==> src/rtl/jtag_dtm_sync_if.sv <==
// DMI request/response channel between the JTAG DTM (master) and the debug module (slave).
interface jtag_dtm_sync_if #(
    parameter int unsigned ABITS = 7
);
    logic             dmi_req_valid;
    logic             dmi_req_ready;
    logic [ABITS-1:0] dmi_req_addr;
    logic [31:0]      dmi_req_data;
    logic [1:0]       dmi_req_op;
    logic             dmi_resp_valid;
    logic             dmi_resp_ready;
    logic [31:0]      dmi_resp_data;
    logic [1:0]       dmi_resp_op;

    modport master (
        output dmi_req_valid, dmi_req_addr, dmi_req_data, dmi_req_op, dmi_resp_ready,
        input  dmi_req_ready, dmi_resp_valid, dmi_resp_data, dmi_resp_op
    );
    modport slave (
        input  dmi_req_valid, dmi_req_addr, dmi_req_data, dmi_req_op, dmi_resp_ready,
        output dmi_req_ready, dmi_resp_valid, dmi_resp_data, dmi_resp_op
    );
endinterface

==> src/rtl/jtag_dtm_sync.sv <==
// RISC-V 0.13 JTAG DTM with the JTAG pins oversampled in the clk domain.
// Define JTAG_TCK_FILTER_EN to add a 2-sample glitch filter on tck (edge latency 4 clk instead of 3).
module jtag_dtm_sync #(
    parameter int unsigned ABITS      = 7,
    parameter logic [31:0] IDCODE_VAL = 32'h1000_0DB3,
    parameter logic [4:0]  IR_RESET   = 5'h01
) (
    input  logic             clk,
    input  logic             reset_n,
    input  logic             tck_i,
    input  logic             tms_i,
    input  logic             tdi_i,
    output logic             tdo_o,
    jtag_dtm_sync_if.master  dmi
);
    localparam int unsigned DRW = ABITS + 34;

    typedef enum logic [3:0] {
        TLR, RTI, SEL_DR, CAP_DR, SH_DR, EX1_DR, PAU_DR, EX2_DR, UPD_DR,
        SEL_IR, CAP_IR, SH_IR, EX1_IR, PAU_IR, EX2_IR, UPD_IR
    } tap_e;

    logic [2:0]       tck_sync_q, tck_sync_d;
    logic [1:0]       tms_sync_q, tms_sync_d;
    logic [1:0]       tdi_sync_q, tdi_sync_d;
    tap_e             tap_q, tap_d, tap_nxt;
    logic [4:0]       ir_q, ir_d;
    logic [4:0]       ir_sh_q, ir_sh_d;
    logic [DRW-1:0]   dr_q, dr_d;
    logic             tdo_q, tdo_d;
    logic [1:0]       stat_q, stat_d;
    logic             busy_q, busy_d;
    logic             req_valid_q, req_valid_d;
    logic [ABITS-1:0] req_addr_q, req_addr_d;
    logic [31:0]      req_data_q, req_data_d;
    logic [1:0]       req_op_q, req_op_d;
    logic [31:0]      last_data_q, last_data_d;

    logic       tck_rise, tck_fall, tms, tdi, resp_fire, busy_r;
    logic [1:0] stat_r, upd_op;

`ifdef JTAG_TCK_FILTER_EN
    logic tck_flt_q, tck_flt_d;
    logic tck_stable;

    // A level is only accepted once two consecutive synchronized samples agree.
    always_comb begin
        tck_stable = (tck_sync_q[1] == tck_sync_q[2]);
        tck_rise   = tck_stable &  tck_sync_q[1] & ~tck_flt_q;
        tck_fall   = tck_stable & ~tck_sync_q[1] &  tck_flt_q;
        tck_flt_d  = tck_stable ? tck_sync_q[1] : tck_flt_q;
    end

    always_ff @(posedge clk or negedge reset_n) begin
        if (!reset_n) tck_flt_q <= 1'b0;
        else          tck_flt_q <= tck_flt_d;
    end
`else
    always_comb begin
        tck_rise = tck_sync_q[1] & ~tck_sync_q[2];
        tck_fall = ~tck_sync_q[1] & tck_sync_q[2];
    end
`endif

    always_comb begin
        tap_nxt = tap_q;
        case (tap_q)
            TLR:    tap_nxt = tms ? TLR    : RTI;
            RTI:    tap_nxt = tms ? SEL_DR : RTI;
            SEL_DR: tap_nxt = tms ? SEL_IR : CAP_DR;
            CAP_DR: tap_nxt = tms ? EX1_DR : SH_DR;
            SH_DR:  tap_nxt = tms ? EX1_DR : SH_DR;
            EX1_DR: tap_nxt = tms ? UPD_DR : PAU_DR;
            PAU_DR: tap_nxt = tms ? EX2_DR : PAU_DR;
            EX2_DR: tap_nxt = tms ? UPD_DR : SH_DR;
            UPD_DR: tap_nxt = tms ? SEL_DR : RTI;
            SEL_IR: tap_nxt = tms ? TLR    : CAP_IR;
            CAP_IR: tap_nxt = tms ? EX1_IR : SH_IR;
            SH_IR:  tap_nxt = tms ? EX1_IR : SH_IR;
            EX1_IR: tap_nxt = tms ? UPD_IR : PAU_IR;
            PAU_IR: tap_nxt = tms ? EX2_IR : PAU_IR;
            EX2_IR: tap_nxt = tms ? UPD_IR : SH_IR;
            UPD_IR: tap_nxt = tms ? SEL_DR : RTI;
            default: tap_nxt = TLR;
        endcase
    end

    always_comb begin
        tck_sync_d  = {tck_sync_q[1:0], tck_i};
        tms_sync_d  = {tms_sync_q[0], tms_i};
        tdi_sync_d  = {tdi_sync_q[0], tdi_i};
        tms         = tms_sync_q[1];
        tdi         = tdi_sync_q[1];

        // Response is folded in first so a same-cycle Capture-DR sees the fresh data.
        resp_fire   = dmi.dmi_resp_valid & busy_q;
        busy_r      = busy_q & ~resp_fire;
        last_data_d = resp_fire ? dmi.dmi_resp_data : last_data_q;
        stat_r      = (resp_fire && dmi.dmi_resp_op == 2'd2 && stat_q == 2'd0) ? 2'd2 : stat_q;

        tap_d       = tap_q;
        ir_d        = (tap_q == TLR) ? IR_RESET : ir_q;
        ir_sh_d     = ir_sh_q;
        dr_d        = dr_q;
        tdo_d       = tdo_q;
        stat_d      = stat_r;
        busy_d      = busy_r;
        req_valid_d = req_valid_q & ~dmi.dmi_req_ready;
        req_addr_d  = req_addr_q;
        req_data_d  = req_data_q;
        req_op_d    = req_op_q;
        upd_op      = dr_q[1:0];

        if (tck_rise) begin
            tap_d = tap_nxt;
            case (tap_q)
                CAP_IR: ir_sh_d = 5'b00001;
                SH_IR:  ir_sh_d = {tdi, ir_sh_q[4:1]};
                CAP_DR: begin
                    dr_d = '0;
                    case (ir_q)
                        5'h01: dr_d[31:0] = IDCODE_VAL;
                        5'h10: dr_d[31:0] = {17'd0, 3'd1, stat_r, 6'(ABITS), 4'd1};
                        5'h11: dr_d = {req_addr_q, last_data_d, busy_r ? 2'd3 : stat_r};
                        default: dr_d = '0;
                    endcase
                end
                SH_DR: begin
                    case (ir_q)
                        5'h01, 5'h10: begin
                            dr_d       = '0;
                            dr_d[31:0] = {tdi, dr_q[31:1]};
                        end
                        5'h11: dr_d = {tdi, dr_q[DRW-1:1]};
                        default: begin
                            dr_d    = '0;
                            dr_d[0] = tdi;
                        end
                    endcase
                end
                default: ;
            endcase
        end

        if (tck_fall) begin
            tdo_d = (tap_q == SH_DR) ? dr_q[0] : (tap_q == SH_IR) ? ir_sh_q[0] : 1'b0;
            if (tap_q == UPD_IR) ir_d = ir_sh_q;
            if (tap_q == UPD_DR && ir_q == 5'h10) begin
                if (dr_q[17]) begin
                    stat_d      = 2'd0;
                    busy_d      = 1'b0;
                    req_valid_d = 1'b0;
                end else if (dr_q[16]) begin
                    stat_d = 2'd0;
                end
            end
            if (tap_q == UPD_DR && ir_q == 5'h11 && (upd_op == 2'd1 || upd_op == 2'd2)) begin
                if (busy_r) begin
                    stat_d = 2'd3;
                end else if (stat_r == 2'd0) begin
                    req_addr_d  = dr_q[DRW-1:34];
                    req_data_d  = dr_q[33:2];
                    req_op_d    = upd_op;
                    req_valid_d = 1'b1;
                    busy_d      = 1'b1;
                end
            end
        end
    end

    always_ff @(posedge clk or negedge reset_n) begin
        if (!reset_n) begin
            tck_sync_q  <= '0;
            tms_sync_q  <= '0;
            tdi_sync_q  <= '0;
            tap_q       <= TLR;
            ir_q        <= IR_RESET;
            ir_sh_q     <= '0;
            dr_q        <= '0;
            tdo_q       <= 1'b0;
            stat_q      <= 2'd0;
            busy_q      <= 1'b0;
            req_valid_q <= 1'b0;
            req_addr_q  <= '0;
            req_data_q  <= '0;
            req_op_q    <= '0;
            last_data_q <= '0;
        end else begin
            tck_sync_q  <= tck_sync_d;
            tms_sync_q  <= tms_sync_d;
            tdi_sync_q  <= tdi_sync_d;
            tap_q       <= tap_d;
            ir_q        <= ir_d;
            ir_sh_q     <= ir_sh_d;
            dr_q        <= dr_d;
            tdo_q       <= tdo_d;
            stat_q      <= stat_d;
            busy_q      <= busy_d;
            req_valid_q <= req_valid_d;
            req_addr_q  <= req_addr_d;
            req_data_q  <= req_data_d;
            req_op_q    <= req_op_d;
            last_data_q <= last_data_d;
        end
    end

    assign tdo_o              = tdo_q;
    assign dmi.dmi_req_valid  = req_valid_q;
    assign dmi.dmi_req_addr   = req_addr_q;
    assign dmi.dmi_req_data   = req_data_q;
    assign dmi.dmi_req_op     = req_op_q;
    assign dmi.dmi_resp_ready = busy_q;
endmodule

==> src/flat_wrapper.sv <==
// flat-port wrapper written by rule: the top's interface ports become plain ports
module jtag_dtm_sync_flat 
#(
    parameter int unsigned ABITS      = 7,
    parameter logic [31:0] IDCODE_VAL = 32'h1000_0DB3,
    parameter logic [4:0]  IR_RESET   = 5'h01
)
  (clk, reset_n, tck_i, tms_i, tdi_i, tdo_o, dmi_dmi_req_valid, dmi_dmi_req_addr, dmi_dmi_req_data, dmi_dmi_req_op, dmi_dmi_resp_ready, dmi_dmi_req_ready, dmi_dmi_resp_valid, dmi_dmi_resp_data, dmi_dmi_resp_op);
  jtag_dtm_sync_if #(.ABITS(ABITS)) dmi_i ();
  input  logic clk;
  input  logic reset_n;
  input  logic tck_i;
  input  logic tms_i;
  input  logic tdi_i;
  output logic tdo_o;
  output wire logic [$bits(dmi_i.dmi_req_valid)-1:0] dmi_dmi_req_valid;
  output wire logic [$bits(dmi_i.dmi_req_addr)-1:0] dmi_dmi_req_addr;
  output wire logic [$bits(dmi_i.dmi_req_data)-1:0] dmi_dmi_req_data;
  output wire logic [$bits(dmi_i.dmi_req_op)-1:0] dmi_dmi_req_op;
  output wire logic [$bits(dmi_i.dmi_resp_ready)-1:0] dmi_dmi_resp_ready;
  input wire logic [$bits(dmi_i.dmi_req_ready)-1:0] dmi_dmi_req_ready;
  input wire logic [$bits(dmi_i.dmi_resp_valid)-1:0] dmi_dmi_resp_valid;
  input wire logic [$bits(dmi_i.dmi_resp_data)-1:0] dmi_dmi_resp_data;
  input wire logic [$bits(dmi_i.dmi_resp_op)-1:0] dmi_dmi_resp_op;
  assign dmi_dmi_req_valid = dmi_i.dmi_req_valid;
  assign dmi_dmi_req_addr = dmi_i.dmi_req_addr;
  assign dmi_dmi_req_data = dmi_i.dmi_req_data;
  assign dmi_dmi_req_op = dmi_i.dmi_req_op;
  assign dmi_dmi_resp_ready = dmi_i.dmi_resp_ready;
  assign dmi_i.dmi_req_ready = dmi_dmi_req_ready;
  assign dmi_i.dmi_resp_valid = dmi_dmi_resp_valid;
  assign dmi_i.dmi_resp_data = dmi_dmi_resp_data;
  assign dmi_i.dmi_resp_op = dmi_dmi_resp_op;
  jtag_dtm_sync #(.ABITS(ABITS), .IDCODE_VAL(IDCODE_VAL), .IR_RESET(IR_RESET)) u_core (.clk(clk), .reset_n(reset_n), .tck_i(tck_i), .tms_i(tms_i), .tdi_i(tdi_i), .tdo_o(tdo_o), .dmi(dmi_i));
endmodule
==> config.mk <==
export PLATFORM = sky130hd
export DESIGN_NAME = jtag_dtm_sync_flat
export DESIGN_NICKNAME = d
export VERILOG_FILES = /design/src/rtl/jtag_dtm_sync_if.sv /design/src/rtl/jtag_dtm_sync.sv /design/src/flat_wrapper.sv
export SDC_FILE = /design/constraint.sdc
export NUM_CORES = 1
export LEC_CHECK = 0
export CORE_MARGIN = 2
export CORE_UTILIZATION = 45
export CTS_CLUSTER_SIZE = 14
export DETAILED_ROUTE_END_ITERATION = 16
export PLACE_DENSITY = 0.73
export SYNTH_ARGS = -nofsm -noshare
export SYNTH_HDL_FRONTEND = slang
export SYNTH_SLANG_ARGS = --single-unit
==> constraint.sdc <==
create_clock -name clk -period 3.2 [get_ports clk]
set_input_delay 0.64 -clock clk [delete_from_list [all_inputs] [get_ports clk]]
set_output_delay 0.64 -clock clk [all_outputs]
set_load 0.005 [all_outputs]
==> metrics.txt <==
status complete, no violations; Min Clock Period, post-route 2.69 ns; antenna violations before repair 0; critical path's slowest cell a211o_1; Starting Density between 40 and 50%; all-layer global routing usage between 20% and 30%; synthesized area per cell 11.6 sq um; unrepaired setup endpoints after global routing false; Resize count post-CTS 0; placed cells 762; FF+latch area 3500 sq um; post-CTS setup buffer count 0; Filler cells 1,054; Final nets about 650; Clock transition at path regs ~0.060 ns; H-tree levels 4; cell area after synthesis just over 6000 sq um; Final Non-Filler Cells 794; Row Count 42; core area 13,200 sq um; Synth Flop Type dfrtp_1; DIE AREA 14,400 sq um; DRT iter0 DRCs 301; crit path DAT 3.04 ns; clock skew 0.00812 ns; endpoints failing setup 0; DR pass1 iterations 4; Vias 4,358; number of synthesized register bits 140; synthesized net count 563; Worst-Margin Slew about 1.2 ns; TritonCTS clock tree built; Setup crit end kind register; total of max-cap violations 0; Syn Inst Count 522; total grt overflow 0; Detailed Place HPWL 9170 um; first-pass GRT wire length about 22,000 um; TritonCTS Sinks 140; Critical Path RT 3.55 ns; crit-path cells or3b_1, a211o_1, buf_4, a21oi_1, a22o_1; Worst slew margin 17.3%; worst r2r src u_core.tap_q[2]$_DFFE_PN0P_; FF-to-FF path depth 5; Crit Path Class reg -> reg; share of cells above drive strength 1 14.1%; Die X around 120 um; worst-path fanout max 38; YS warnings 0; post-DR vias/cell 5.49; clock tree buffer depth 2; CP Launch Point u_core.tap_q[2]$_DFFE_PN0P_; clock latency on the worst-skew pair 0.42 ns; wirelength, routed 13,600 um; Post-synth EDFFs 0; Avg WL per Cell 17.1 um; PD cells 687 nW/um^2; post-synthesis sequential area ratio 57.7%; Peak VDD IR 0.379 mV; Hold Crit Class in -> async; CP Capture Point u_core.dr_q[38]$_DFFE_PN0P_; DRC Markers 0; vias in the first global route 4,430; worst reg-to-reg setup slack 0.51 ns; Lkg Pwr 3.46 nW; CTS buffer count 17; Setup TNS 0 ns; num ports 85; IO Port Bufs 84; worst r2r dst u_core.dr_q[38]$_DFFE_PN0P_; Startpoint Class register; Multi-input gate area 2370 sq um; Post-CTS Hold Fix Bufs 0; Crit path largest cell delay 0.77 ns; Netlist cell types 52; P&R area growth vs syn 26.2%; GP Congestion 0.865; largest net degree at the start of global routing 77; Final period util 84.0%; Final Hold Viols 0; ANT cells 0; Root Buffer clkbuf_16; Async S/R FF share, synth 100%; ANT nets after route 0; Fmax 372 MHz; Die Height 120 um; fin. max-slew vios 0
report_power, final:
| group | switching (mW) | internal, mW | total [mW] |
|---|---|---|---|
| clock network | 0.696 | 1.13 | 1.82 |
| registers | 0.264 | 2.08 | 2.35 |
| logic | 0.628 | 0.471 | 1.10 |
| total | 1.59 | 3.68 | 5.27 |
stage by stage:
| step | cell area, sq um | total power [mW] | setup WS, ns | hold slack, ns | util (%) |
|---|---|---|---|---|---|
| floorplan | 6080 | 3.06 | 1.05 | 0.331 | - |
| global placement | 7120 | 3.39 | 0.362 | 0.334 | 54.0 |
| detailed placement | 7120 | 3.46 | 0.296 | 0.336 | 54.0 |
| CTS | 7670 | 5.30 | 0.528 | 0.260 | 58.1 |
| global route | 7670 | 5.55 | 0.361 | 0.273 | 58.1 |
| finish | 7670 | 5.27 | 0.513 | 0.240 | 58.1 |
registers in the layout, summed over array words and instances (netlist names):
| name | flops |
|---|---|
| u_core.ir_sh_q | 5 |
| u_core.tap_q | 4 |
| u_core.last_data_q | 32 |
| u_core.tdi_sync_q | 2 |
| u_core.dmi.dmi_req_valid | 1 |
| u_core.dmi.dmi_req_addr | 7 |
| u_core.dr_q | 41 |
| u_core.tck_sync_q | 3 |
| u_core.dmi.dmi_resp_ready | 1 |
| u_core.dmi.dmi_req_data | 32 |
| u_core.tms_sync_q | 2 |
| u_core.tdo_o | 1 |
| u_core.ir_q | 5 |
| u_core.dmi.dmi_req_op | 2 |
| u_core.stat_q | 2 |
final cells by class:
class                      count  share of cell area, %
timing repair buffer         101                   13.0
tap                          176                   2.87
multi-input combinational    337                   30.9
clock buffer                  26                   6.38
inverter                       8                  0.392
clock inverter                 6                  0.800
sequential                   140                   45.7
cells in the mapped netlist (all sizes together), types with 2 or more instances:
master / count / area share, %
a221oi: 22 / 3.2
o21bai: 2 / 0.25
o221ai: 2 / 0.29
nand2b: 8 / 0.82
nor2b: 6 / 0.62
nand3: 12 / 0.99
nor2: 53 / 3.3
mux2: 71 / 13
nor4b: 2 / 0.49
and3: 5 / 0.51
a31oi: 7 / 0.72
or2: 2 / 0.21
dfrtp: 139 / 57
buf: 15 / 1.7
o21ai: 22 / 1.8
nor3: 6 / 0.58
o22ai: 2 / 0.21
a21oi: 17 / 1.4
a22o: 6 / 0.86
xor2: 3 / 0.43
inv: 8 / 0.49
a211oi: 6 / 0.82
clkbuf: 22 / 1.4
or3: 2 / 0.21
a2bb2oi: 4 / 0.58
a21o: 4 / 0.49
o211ai: 6 / 0.74
nand2: 45 / 2.8
nand4: 3 / 0.31
mux2i: 4 / 0.66
critical path: cells and delay by family (launching register included):
family,cells,cell delay [ns]
simple gates,1,0.46
buf+inv,1,0.40
compound gates,3,1.10
flops,1,0.64
layout by cell type (no fill, tap or decap), drive strengths merged, types with 12 or more instances in the layout:
cell type,netlist,routed
buf,15,18
clkbuf,22,26
a21oi,17,17
nor2,53,53
dfrtp,139,139
nand2,45,45
nand3,12,12
o21ai,22,22
clkdlybuf4s50,0,83
a221oi,22,22
mux2,71,71
kinds of logic after synthesis:
family / after synthesis / share of synthesized area [%]
AND/OR/NAND/NOR: 151 / 12.0
flip-flops: 140 / 57.7
AO/OA/AOI/OAI: 108 / 12.5
multiplexers: 75 / 13.8
buffers and inverters: 45 / 3.56
XOR/XNOR: 3 / 0.433
per-layer routing:
layer / wire length (um) / GRT usage (%) / part of all wire (%)
met5: 0 / 0 / 0
met4: 246 / 7.50 / 1.8
met3: 631 / 5.71 / 4.6
met2: 6730 / 33.2 / 50
met1: 5980 / 25.6 / 44
worst min-delay path by stage:
stage,depth (start not counted),endpoint,slack (ns)
finish,1,u_core.last_data_q[13]$_DFF_PN0_,0.24
global placement,0,u_core.tdi_sync_q[1]$_DFF_PN0_,0.33
global route,1,u_core.last_data_q[13]$_DFF_PN0_,0.27
floorplan,0,u_core.tck_sync_q[1]$_DFF_PN0_,0.33
detailed placement,0,u_core.tck_sync_q[1]$_DFF_PN0_,0.34
CTS,1,u_core.last_data_q[13]$_DFF_PN0_,0.26
(Power assumes the default switching activity.)
